File: src/rtl/cpu_boot_ctrl_pkg.sv
// Shared types and constants for the cpu boot sequencer.
// Covers the state encoding, the memory address strides and the length clamp.
package cpu_boot_ctrl_pkg;

    typedef enum logic [2:0] {
        S_IDLE,
        S_LOAD_I,
        S_LOAD_D,
        S_RUN,
        S_DUMP_RD,
        S_DUMP_WAIT,
        S_DUMP_OUT,
        S_DONE
    } state_e;

    localparam int IMEM_STRIDE = 4;
    localparam int DMEM_STRIDE = 8;
    localparam int LEN_W       = 11;

    // A requested length larger than the memory is cut down to the memory depth.
    function automatic logic [LEN_W-1:0] clamp_len(input logic [LEN_W-1:0] len,
                                                   input int              depth);
        if (int'(len) > depth) begin
            return LEN_W'(depth);
        end
        return len;
    endfunction

endpackage

File: src/rtl/cpu_boot_ctrl_if.sv
// Bundle of control, load-stream, dump-stream and cpu memory-port signals.
// The master modport is the sequencer; the slave modport is its environment.
interface cpu_boot_ctrl_if #(
    parameter int CYC_W = 32
);
    logic             start;
    logic [9:0]       imem_len;
    logic [10:0]      dmem_len;
    logic [CYC_W-1:0] run_cycles;

    logic             ld_valid;
    logic [63:0]      ld_data;
    logic             ld_ready;

    logic             dump_valid;
    logic [63:0]      dump_data;
    logic             dump_ready;

    logic             enable;
    logic [63:0]      addr_ext;
    logic             wen_ext;
    logic             ren_ext;
    logic [31:0]      wdata_ext;
    logic [63:0]      addr_ext_2;
    logic             wen_ext_2;
    logic             ren_ext_2;
    logic [63:0]      wdata_ext_2;
    logic [63:0]      rdata_ext_2;

    logic             busy;
    logic             done;

    modport master (
        input  start, imem_len, dmem_len, run_cycles,
        input  ld_valid, ld_data, dump_ready, rdata_ext_2,
        output ld_ready, dump_valid, dump_data, enable,
        output addr_ext, wen_ext, ren_ext, wdata_ext,
        output addr_ext_2, wen_ext_2, ren_ext_2, wdata_ext_2,
        output busy, done
    );

    modport slave (
        output start, imem_len, dmem_len, run_cycles,
        output ld_valid, ld_data, dump_ready, rdata_ext_2,
        input  ld_ready, dump_valid, dump_data, enable,
        input  addr_ext, wen_ext, ren_ext, wdata_ext,
        input  addr_ext_2, wen_ext_2, ren_ext_2, wdata_ext_2,
        input  busy, done
    );

endinterface

File: src/rtl/cpu_boot_ctrl_dump_buffer.sv
// One-entry output register for the dump stream.
// The word is held stable from capture until the consumer takes it.
module dump_buffer #(
    parameter int W = 64
) (
    input  logic         clk,
    input  logic         arst_n,
    input  logic         load_i,
    input  logic [W-1:0] data_i,
    input  logic         ready_i,
    output logic         valid_o,
    output logic [W-1:0] data_o
);

    logic         valid_q;
    logic [W-1:0] data_q;

    always_ff @(posedge clk or negedge arst_n) begin
        if (!arst_n) begin
            valid_q <= 1'b0;
            data_q  <= '0;
        end else begin
            if (load_i) begin
                valid_q <= 1'b1;
                data_q  <= data_i;
            end else if (valid_q && ready_i) begin
                valid_q <= 1'b0;
            end
        end
    end

    assign valid_o = valid_q;
    assign data_o  = data_q;

endmodule

File: src/rtl/cpu_boot_ctrl.sv
// Boot sequencer beside the cpu core: load imem then dmem from a word stream,
// run the core for a programmed number of cycles, then dump a span of dmem.
module cpu_boot_ctrl
    import cpu_boot_ctrl_pkg::*;
#(
    parameter int IMEM_DEPTH = 512,
    parameter int DMEM_DEPTH = 1024,
    parameter int CYC_W      = 32
) (
    input  logic            clk,
    input  logic            arst_n,
    cpu_boot_ctrl_if.master bus
);

    state_e             state_q, state_d;
    logic [LEN_W-1:0]   idx_q, idx_d;
    logic [LEN_W-1:0]   imemLen_q, imemLen_d;
    logic [LEN_W-1:0]   dmemLen_q, dmemLen_d;
    logic [LEN_W-1:0]   startILen, startDLen;
    logic [CYC_W-1:0]   runCyc_q, runCyc_d;
    logic [CYC_W-1:0]   cyc_q, cyc_d;
    logic               enable_q, enable_d;
    logic               bufLoad;
    logic               dumpValid;
    logic [63:0]        dumpData;
    logic               dumpFire;

    assign startILen = clamp_len({1'b0, bus.imem_len}, IMEM_DEPTH);
    assign startDLen = clamp_len(bus.dmem_len, DMEM_DEPTH);
    assign dumpFire  = dumpValid & bus.dump_ready;

    // A zero run count skips RUN entirely; an empty dump span skips the dump.
    function automatic state_e run_entry(input logic [CYC_W-1:0] cyc,
                                         input logic [LEN_W-1:0] dlen);
        if (cyc != '0) begin
            return S_RUN;
        end else if (dlen != '0) begin
            return S_DUMP_RD;
        end else begin
            return S_DONE;
        end
    endfunction

    always_comb begin
        state_d          = state_q;
        idx_d            = idx_q;
        imemLen_d        = imemLen_q;
        dmemLen_d        = dmemLen_q;
        runCyc_d         = runCyc_q;
        cyc_d            = cyc_q;
        enable_d         = 1'b0;
        bufLoad          = 1'b0;
        bus.ld_ready     = 1'b0;
        bus.wen_ext      = 1'b0;
        bus.addr_ext     = '0;
        bus.wdata_ext    = '0;
        bus.wen_ext_2    = 1'b0;
        bus.ren_ext_2    = 1'b0;
        bus.addr_ext_2   = '0;
        bus.wdata_ext_2  = '0;

        unique case (state_q)
            S_IDLE, S_DONE: begin
                if (bus.start) begin
                    imemLen_d = startILen;
                    dmemLen_d = startDLen;
                    runCyc_d  = bus.run_cycles;
                    idx_d     = '0;
                    if (startILen != '0) begin
                        state_d = S_LOAD_I;
                    end else if (startDLen != '0) begin
                        state_d = S_LOAD_D;
                    end else begin
                        state_d  = run_entry(bus.run_cycles, startDLen);
                        cyc_d    = bus.run_cycles;
                        enable_d = (state_d == S_RUN);
                    end
                end
            end

            S_LOAD_I: begin
                bus.ld_ready  = 1'b1;
                bus.wen_ext   = bus.ld_valid;
                bus.addr_ext  = 64'(idx_q) * 64'(IMEM_STRIDE);
                bus.wdata_ext = bus.ld_data[31:0];
                if (bus.ld_valid) begin
                    if (idx_q == imemLen_q - LEN_W'(1)) begin
                        idx_d = '0;
                        if (dmemLen_q != '0) begin
                            state_d = S_LOAD_D;
                        end else begin
                            state_d  = run_entry(runCyc_q, dmemLen_q);
                            cyc_d    = runCyc_q;
                            enable_d = (state_d == S_RUN);
                        end
                    end else begin
                        idx_d = idx_q + LEN_W'(1);
                    end
                end
            end

            S_LOAD_D: begin
                bus.ld_ready    = 1'b1;
                bus.wen_ext_2   = bus.ld_valid;
                bus.addr_ext_2  = 64'(idx_q) * 64'(DMEM_STRIDE);
                bus.wdata_ext_2 = bus.ld_data;
                if (bus.ld_valid) begin
                    if (idx_q == dmemLen_q - LEN_W'(1)) begin
                        idx_d    = '0;
                        state_d  = run_entry(runCyc_q, dmemLen_q);
                        cyc_d    = runCyc_q;
                        enable_d = (state_d == S_RUN);
                    end else begin
                        idx_d = idx_q + LEN_W'(1);
                    end
                end
            end

            // cyc_q counts the enable-high cycles still owed, including this one.
            S_RUN: begin
                if (cyc_q <= CYC_W'(1)) begin
                    idx_d   = '0;
                    state_d = (dmemLen_q != '0) ? S_DUMP_RD : S_DONE;
                end else begin
                    cyc_d    = cyc_q - CYC_W'(1);
                    enable_d = 1'b1;
                end
            end

            S_DUMP_RD: begin
                bus.ren_ext_2  = 1'b1;
                bus.addr_ext_2 = 64'(idx_q) * 64'(DMEM_STRIDE);
                state_d        = S_DUMP_WAIT;
            end

            S_DUMP_WAIT: begin
                bufLoad = 1'b1;
                state_d = S_DUMP_OUT;
            end

            S_DUMP_OUT: begin
                if (dumpFire) begin
                    if (idx_q == dmemLen_q - LEN_W'(1)) begin
                        state_d = S_DONE;
                    end else begin
                        idx_d   = idx_q + LEN_W'(1);
                        state_d = S_DUMP_RD;
                    end
                end
            end

            default: state_d = S_IDLE;
        endcase
    end

    always_ff @(posedge clk or negedge arst_n) begin
        if (!arst_n) begin
            state_q   <= S_IDLE;
            idx_q     <= '0;
            imemLen_q <= '0;
            dmemLen_q <= '0;
            runCyc_q  <= '0;
            cyc_q     <= '0;
            enable_q  <= 1'b0;
        end else begin
            state_q   <= state_d;
            idx_q     <= idx_d;
            imemLen_q <= imemLen_d;
            dmemLen_q <= dmemLen_d;
            runCyc_q  <= runCyc_d;
            cyc_q     <= cyc_d;
            enable_q  <= enable_d;
        end
    end

    dump_buffer #(.W(64)) u_dump_buffer (
        .clk     (clk),
        .arst_n  (arst_n),
        .load_i  (bufLoad),
        .data_i  (bus.rdata_ext_2),
        .ready_i (bus.dump_ready),
        .valid_o (dumpValid),
        .data_o  (dumpData)
    );

    assign bus.enable     = enable_q;
    assign bus.ren_ext    = 1'b0;
    assign bus.dump_valid = dumpValid;
    assign bus.dump_data  = dumpData;
    assign bus.busy       = (state_q != S_IDLE) && (state_q != S_DONE);
    assign bus.done       = (state_q == S_DONE);

endmodule

File: src/flat_wrapper.sv
// flat-port wrapper written by rule: the top's interface ports become plain ports
module cpu_boot_ctrl_flat import cpu_boot_ctrl_pkg::*;
#(
    parameter int IMEM_DEPTH = 512,
    parameter int DMEM_DEPTH = 1024,
    parameter int CYC_W      = 32
)
  (clk, arst_n, bus_start, bus_imem_len, bus_dmem_len, bus_run_cycles, bus_ld_valid, bus_ld_data, bus_dump_ready, bus_rdata_ext_2, bus_ld_ready, bus_dump_valid, bus_dump_data, bus_enable, bus_addr_ext, bus_wen_ext, bus_ren_ext, bus_wdata_ext, bus_addr_ext_2, bus_wen_ext_2, bus_ren_ext_2, bus_wdata_ext_2, bus_busy, bus_done);
  cpu_boot_ctrl_if #(.CYC_W(CYC_W)) bus_i ();
  input  logic clk;
  input  logic arst_n;
  input wire logic [$bits(bus_i.start)-1:0] bus_start;
  input wire logic [$bits(bus_i.imem_len)-1:0] bus_imem_len;
  input wire logic [$bits(bus_i.dmem_len)-1:0] bus_dmem_len;
  input wire logic [$bits(bus_i.run_cycles)-1:0] bus_run_cycles;
  input wire logic [$bits(bus_i.ld_valid)-1:0] bus_ld_valid;
  input wire logic [$bits(bus_i.ld_data)-1:0] bus_ld_data;
  input wire logic [$bits(bus_i.dump_ready)-1:0] bus_dump_ready;
  input wire logic [$bits(bus_i.rdata_ext_2)-1:0] bus_rdata_ext_2;
  output wire logic [$bits(bus_i.ld_ready)-1:0] bus_ld_ready;
  output wire logic [$bits(bus_i.dump_valid)-1:0] bus_dump_valid;
  output wire logic [$bits(bus_i.dump_data)-1:0] bus_dump_data;
  output wire logic [$bits(bus_i.enable)-1:0] bus_enable;
  output wire logic [$bits(bus_i.addr_ext)-1:0] bus_addr_ext;
  output wire logic [$bits(bus_i.wen_ext)-1:0] bus_wen_ext;
  output wire logic [$bits(bus_i.ren_ext)-1:0] bus_ren_ext;
  output wire logic [$bits(bus_i.wdata_ext)-1:0] bus_wdata_ext;
  output wire logic [$bits(bus_i.addr_ext_2)-1:0] bus_addr_ext_2;
  output wire logic [$bits(bus_i.wen_ext_2)-1:0] bus_wen_ext_2;
  output wire logic [$bits(bus_i.ren_ext_2)-1:0] bus_ren_ext_2;
  output wire logic [$bits(bus_i.wdata_ext_2)-1:0] bus_wdata_ext_2;
  output wire logic [$bits(bus_i.busy)-1:0] bus_busy;
  output wire logic [$bits(bus_i.done)-1:0] bus_done;
  assign bus_i.start = bus_start;
  assign bus_i.imem_len = bus_imem_len;
  assign bus_i.dmem_len = bus_dmem_len;
  assign bus_i.run_cycles = bus_run_cycles;
  assign bus_i.ld_valid = bus_ld_valid;
  assign bus_i.ld_data = bus_ld_data;
  assign bus_i.dump_ready = bus_dump_ready;
  assign bus_i.rdata_ext_2 = bus_rdata_ext_2;
  assign bus_ld_ready = bus_i.ld_ready;
  assign bus_dump_valid = bus_i.dump_valid;
  assign bus_dump_data = bus_i.dump_data;
  assign bus_enable = bus_i.enable;
  assign bus_addr_ext = bus_i.addr_ext;
  assign bus_wen_ext = bus_i.wen_ext;
  assign bus_ren_ext = bus_i.ren_ext;
  assign bus_wdata_ext = bus_i.wdata_ext;
  assign bus_addr_ext_2 = bus_i.addr_ext_2;
  assign bus_wen_ext_2 = bus_i.wen_ext_2;
  assign bus_ren_ext_2 = bus_i.ren_ext_2;
  assign bus_wdata_ext_2 = bus_i.wdata_ext_2;
  assign bus_busy = bus_i.busy;
  assign bus_done = bus_i.done;
  cpu_boot_ctrl #(.IMEM_DEPTH(IMEM_DEPTH), .DMEM_DEPTH(DMEM_DEPTH), .CYC_W(CYC_W)) u_core (.clk(clk), .arst_n(arst_n), .bus(bus_i));
endmodule
File: config.mk
export PLATFORM = sky130hd
export DESIGN_NAME = cpu_boot_ctrl_flat
export DESIGN_NICKNAME = d
export VERILOG_FILES = /design/src/rtl/cpu_boot_ctrl_pkg.sv /design/src/rtl/cpu_boot_ctrl_if.sv /design/src/rtl/cpu_boot_ctrl_dump_buffer.sv /design/src/rtl/cpu_boot_ctrl.sv /design/src/flat_wrapper.sv
export SDC_FILE = /design/constraint.sdc
export NUM_CORES = 1
export LEC_CHECK = 0
export ABC_AREA = 1
export CAP_MARGIN = 20
export CORE_AREA = 4 4 183 185
export CTS_CLUSTER_DIAMETER = 150
export DETAILED_ROUTE_END_ITERATION = 8
export DIE_AREA = 0 0 187 189
export PLACE_DENSITY = 0.68
export SLEW_MARGIN = 0
export SYNTH_ARGS = -nofsm -noshare
export SYNTH_HDL_FRONTEND = slang
export SYNTH_SLANG_ARGS = --single-unit
File: constraint.sdc
create_clock -name clk -period 4.9 [get_ports clk]
set_clock_uncertainty 0.15 [all_clocks]
set_input_delay 0.735 -clock clk [delete_from_list [all_inputs] [get_ports clk]]
set_output_delay 0.735 -clock clk [all_outputs]
set_load 0.02 [all_outputs]
==> flow_summary.ini <==
[status]
status = completed

[route]
drc = 0
firstDrtPassIters = 6
via_per_inst = 4.69
vias = 11300
routedWlPerCell_um = 17.0
routed_wl_um = 41100
ant_nets = 0
drt_iter0_markers = 804

[place]
pre_cts_ws_ns = 1.28
io_buffers = 375
dp.cells = 2386
placed_area_um2 = 14700
place.gp.congestion = 0.946
dp_hpwl_um = 32300

[clock_tree]
cts.repair.resized = 0
cts.sinks = 165
cts_setup_buffers = 0
cts_buffer_depth = 2
insertion_delay_ns = 0.44
cts_tree = yes
postCtsHoldBufs = 0
h-tree-depth = 4
clkTransAtPathRegs_ns = 0.07
cts-buffers-inserted = 17
cts_root_buf = clkbuf_16

[worst_setup_path]
path_common_cell = nor2_1
reg2reg_to = u_core.cyc_q[26]$_DFFE_PN0P_
crit_fanout = 65
end_kind = output pin
required_ns = 4.01
crit_path_top_delay_cell = clkdlybuf4s50_1
timing.rr.start = u_core.state_q[2]$_DFFE_PN0P_
crit_arrival_ns = 3.01
reg2regPathDepth = 10
crit_type = reg2out
max_stage_delay_ns = 0.66
path_cells = inv_1 > or2_2 > nor2_1 > inv_2 > buf_4 > nor2_1 > clkdlybuf4s50_1
worst_setup_path_start_kind = flop
r2r_slack_ns = 1.48

[power]
ir_drop_mv = 0.334
power_mw = 9.27
p_leak_nw = 7.45
powerDensity_nw_per_um2 = 605

[synth]
ys_async_sr_fraction_pct = 100
synth_edf_count = 0
synthMuxAreaShare_pct = 0
yosysWarnings = 0
synth.area.top_cells = dfrtp_1 (37%), nand2_1 (17%), nor2_1 (8.3%)
synth-main-ff-cell = dfrtp_1
yosysSeqAreaShare_pct = 37.3
synth_top_family_by_area = simple AND/OR/NAND/NOR gates
synthXorXnorAreaFrac_pct = 1.11
ys_ff_latch = 165
synth_largest_area_cell = dfrtp_1
synth_cells = 1655
avgSynthCellArea_um2 = 6.69
syn_area_um2 = 11100
yosys.area_share.simple_pct = 34.0
yosys.area_share.adder_pct = 0.565
synth_top_area_share_pct = 37.3
ys_types = 41
synth_compound_area_share_pct = 9.31

[sta]
rsz0062_at_grt = no
setup_ws_ns = 1.00
hold-worst-slack_ns = 0.256
fin_tns_setup_ns = 0
tightest_slew_ns = 0.992
fin_crit_sh_pct = 79.5
finalSetupViolCount = 0
hold_viol_final = 0
period_minus_slack_ns = 3.90
fmax_mhz = 257
slew_violations = 0
max_slew_margin_pct = 33.9

[global_routing]
grt_pass1_wl_um = 61300
grt_pass1_vias = 10600
overflow = 0
grt_max_degree = 99
antenna_found_initial = 2
grt_usage_pct = 22.2

[die]
core_um2 = 32000
die_x_um = 187
die_area_um2 = 35300
initial_core_util_pct = 34.6
design.portCount = 483
rows = 66
dieHeight_um = 189

[layout]
design_area_um2 = 15300
final_cell_mix = nand2_1 (487), clkdlybuf4s50_1 (374), nor2_1 (242)
final_cells = 2419
layout-drive-gt1-share_pct = 6.02
area_growth_pct = 38.3
nets = 2188
finalCoreUtilization_pct = 47.8
final_common_cell = nand2_1

[job]
maxCapViolations = 0

[hold_path]
hold_path_class = in2async
## per-layer routing
layer | vias to the layer above | track usage, % | wire length (um) | share of wire (%)
li1 | 5572 | - | - | -
met1 | 5240 | 28.8 | 17700 | 43
met2 | 481 | 35.3 | 18800 | 46
met3 | 46 | 6.84 | 3270 | 8.0
met4 | 4 | 8.11 | 1250 | 3.0
met5 | - | 0 | 23 | 0.056
## cells in the mapped netlist, types with 2 or more instances
| cell type | n |
|---|---|
| nand2_1 | 487 |
| nor2_1 | 244 |
| inv_1 | 227 |
| dfrtp_1 | 165 |
| buf_4 | 108 |
| nand3_1 | 101 |
| o21ai_0 | 77 |
| clkbuf_1 | 32 |
| o21ai_2 | 32 |
| nand4_1 | 20 |
| a21oi_1 | 19 |
| buf_2 | 17 |
| nor2_2 | 13 |
| or2_2 | 12 |
| nor3_1 | 10 |
| o211ai_1 | 10 |
| xnor2_1 | 10 |
| o221ai_1 | 9 |
| nand2_2 | 8 |
| buf_6 | 6 |
| o22ai_1 | 6 |
| ha_1 | 5 |
| nor4_1 | 5 |
| inv_2 | 4 |
| o21bai_1 | 4 |
| xor2_1 | 4 |
| nor2_4 | 3 |
| buf_1 | 2 |
| nand3_2 | 2 |
| o21ai_1 | 2 |
## area by class of cell
class / count / area (um2)
Clock buffer: 18 / 429
Fill cell: 3210 / 16700
Tap cell: 408 / 510
Antenna cell: 1 / 2.50
Sequential cell: 165 / 4130
Multi-Input combinational cell: 1199 / 5390
Clock inverter: 14 / 156
Timing Repair Buffer: 383 / 3830
Inverter: 231 / 867
## report_power, final
part	internal [mW]	switching, mW	leakage, nW	total [mW]
clock	0.728	0.645	0.284	1.37
sequential	1.98	0.479	2.07	2.46
combinational	2.01	3.42	5.10	5.44
## sequential cells by signal (all words and copies together) (netlist names)
| name | cells |
|---|---|
| u_core.imemLen_q | 10 |
| u_core.u_dump_buffer.valid_o | 1 |
| u_core.u_dump_buffer.data_o | 64 |
| u_core.cyc_q | 32 |
| u_core.idx_q | 11 |
| u_core.state_q | 3 |
| u_core.dmemLen_q | 11 |
| u_core.bus.enable | 1 |
| u_core.runCyc_q | 32 |
## critical path: cells and delay by family, from the launching register on
| family | cells | cell delay (ns) |
|---|---|---|
| AND/OR/NAND/NOR | 3 | 0.91 |
| buffers and inverters | 4 | 1.21 |
| flip-flops | 1 | 0.43 |
## kinds of logic (layout without fill, tap and decap cells)
family,after synthesis,count (layout)
buffers and inverters,397,646
xor gates and xnor gates,14,14
DFF,165,165
adders and majority gates,5,5
other,1,108
AOI/OAI and AO/OA,164,164
and+or+nand+nor,909,909
## worst max-delay path by stage
stage / from / to / slack [ns] / cells past startpoint
2_1_floorplan: u_core.state_q[1]$_DFFE_PN0P_ / bus_wdata_ext_2[13] / 2.33 / 7
3_3_place_gp: bus_dmem_len[2] / u_core.cyc_q[14]$_DFFE_PN0P_ / 1.37 / 11
3_5_place_dp: bus_dmem_len[2] / u_core.cyc_q[6]$_DFFE_PN0P_ / 1.28 / 11
4_1_cts: u_core.state_q[1]$_DFFE_PN0P_ / bus_wdata_ext_2[7] / 1.03 / 7
5_1_grt: u_core.state_q[1]$_DFFE_PN0P_ / bus_wdata_ext_2[18] / 0.85 / 7
6_report: u_core.state_q[1]$_DFFE_PN0P_ / bus_wdata_ext_2[18] / 1.00 / 7
(Power assumes the default switching activity.)
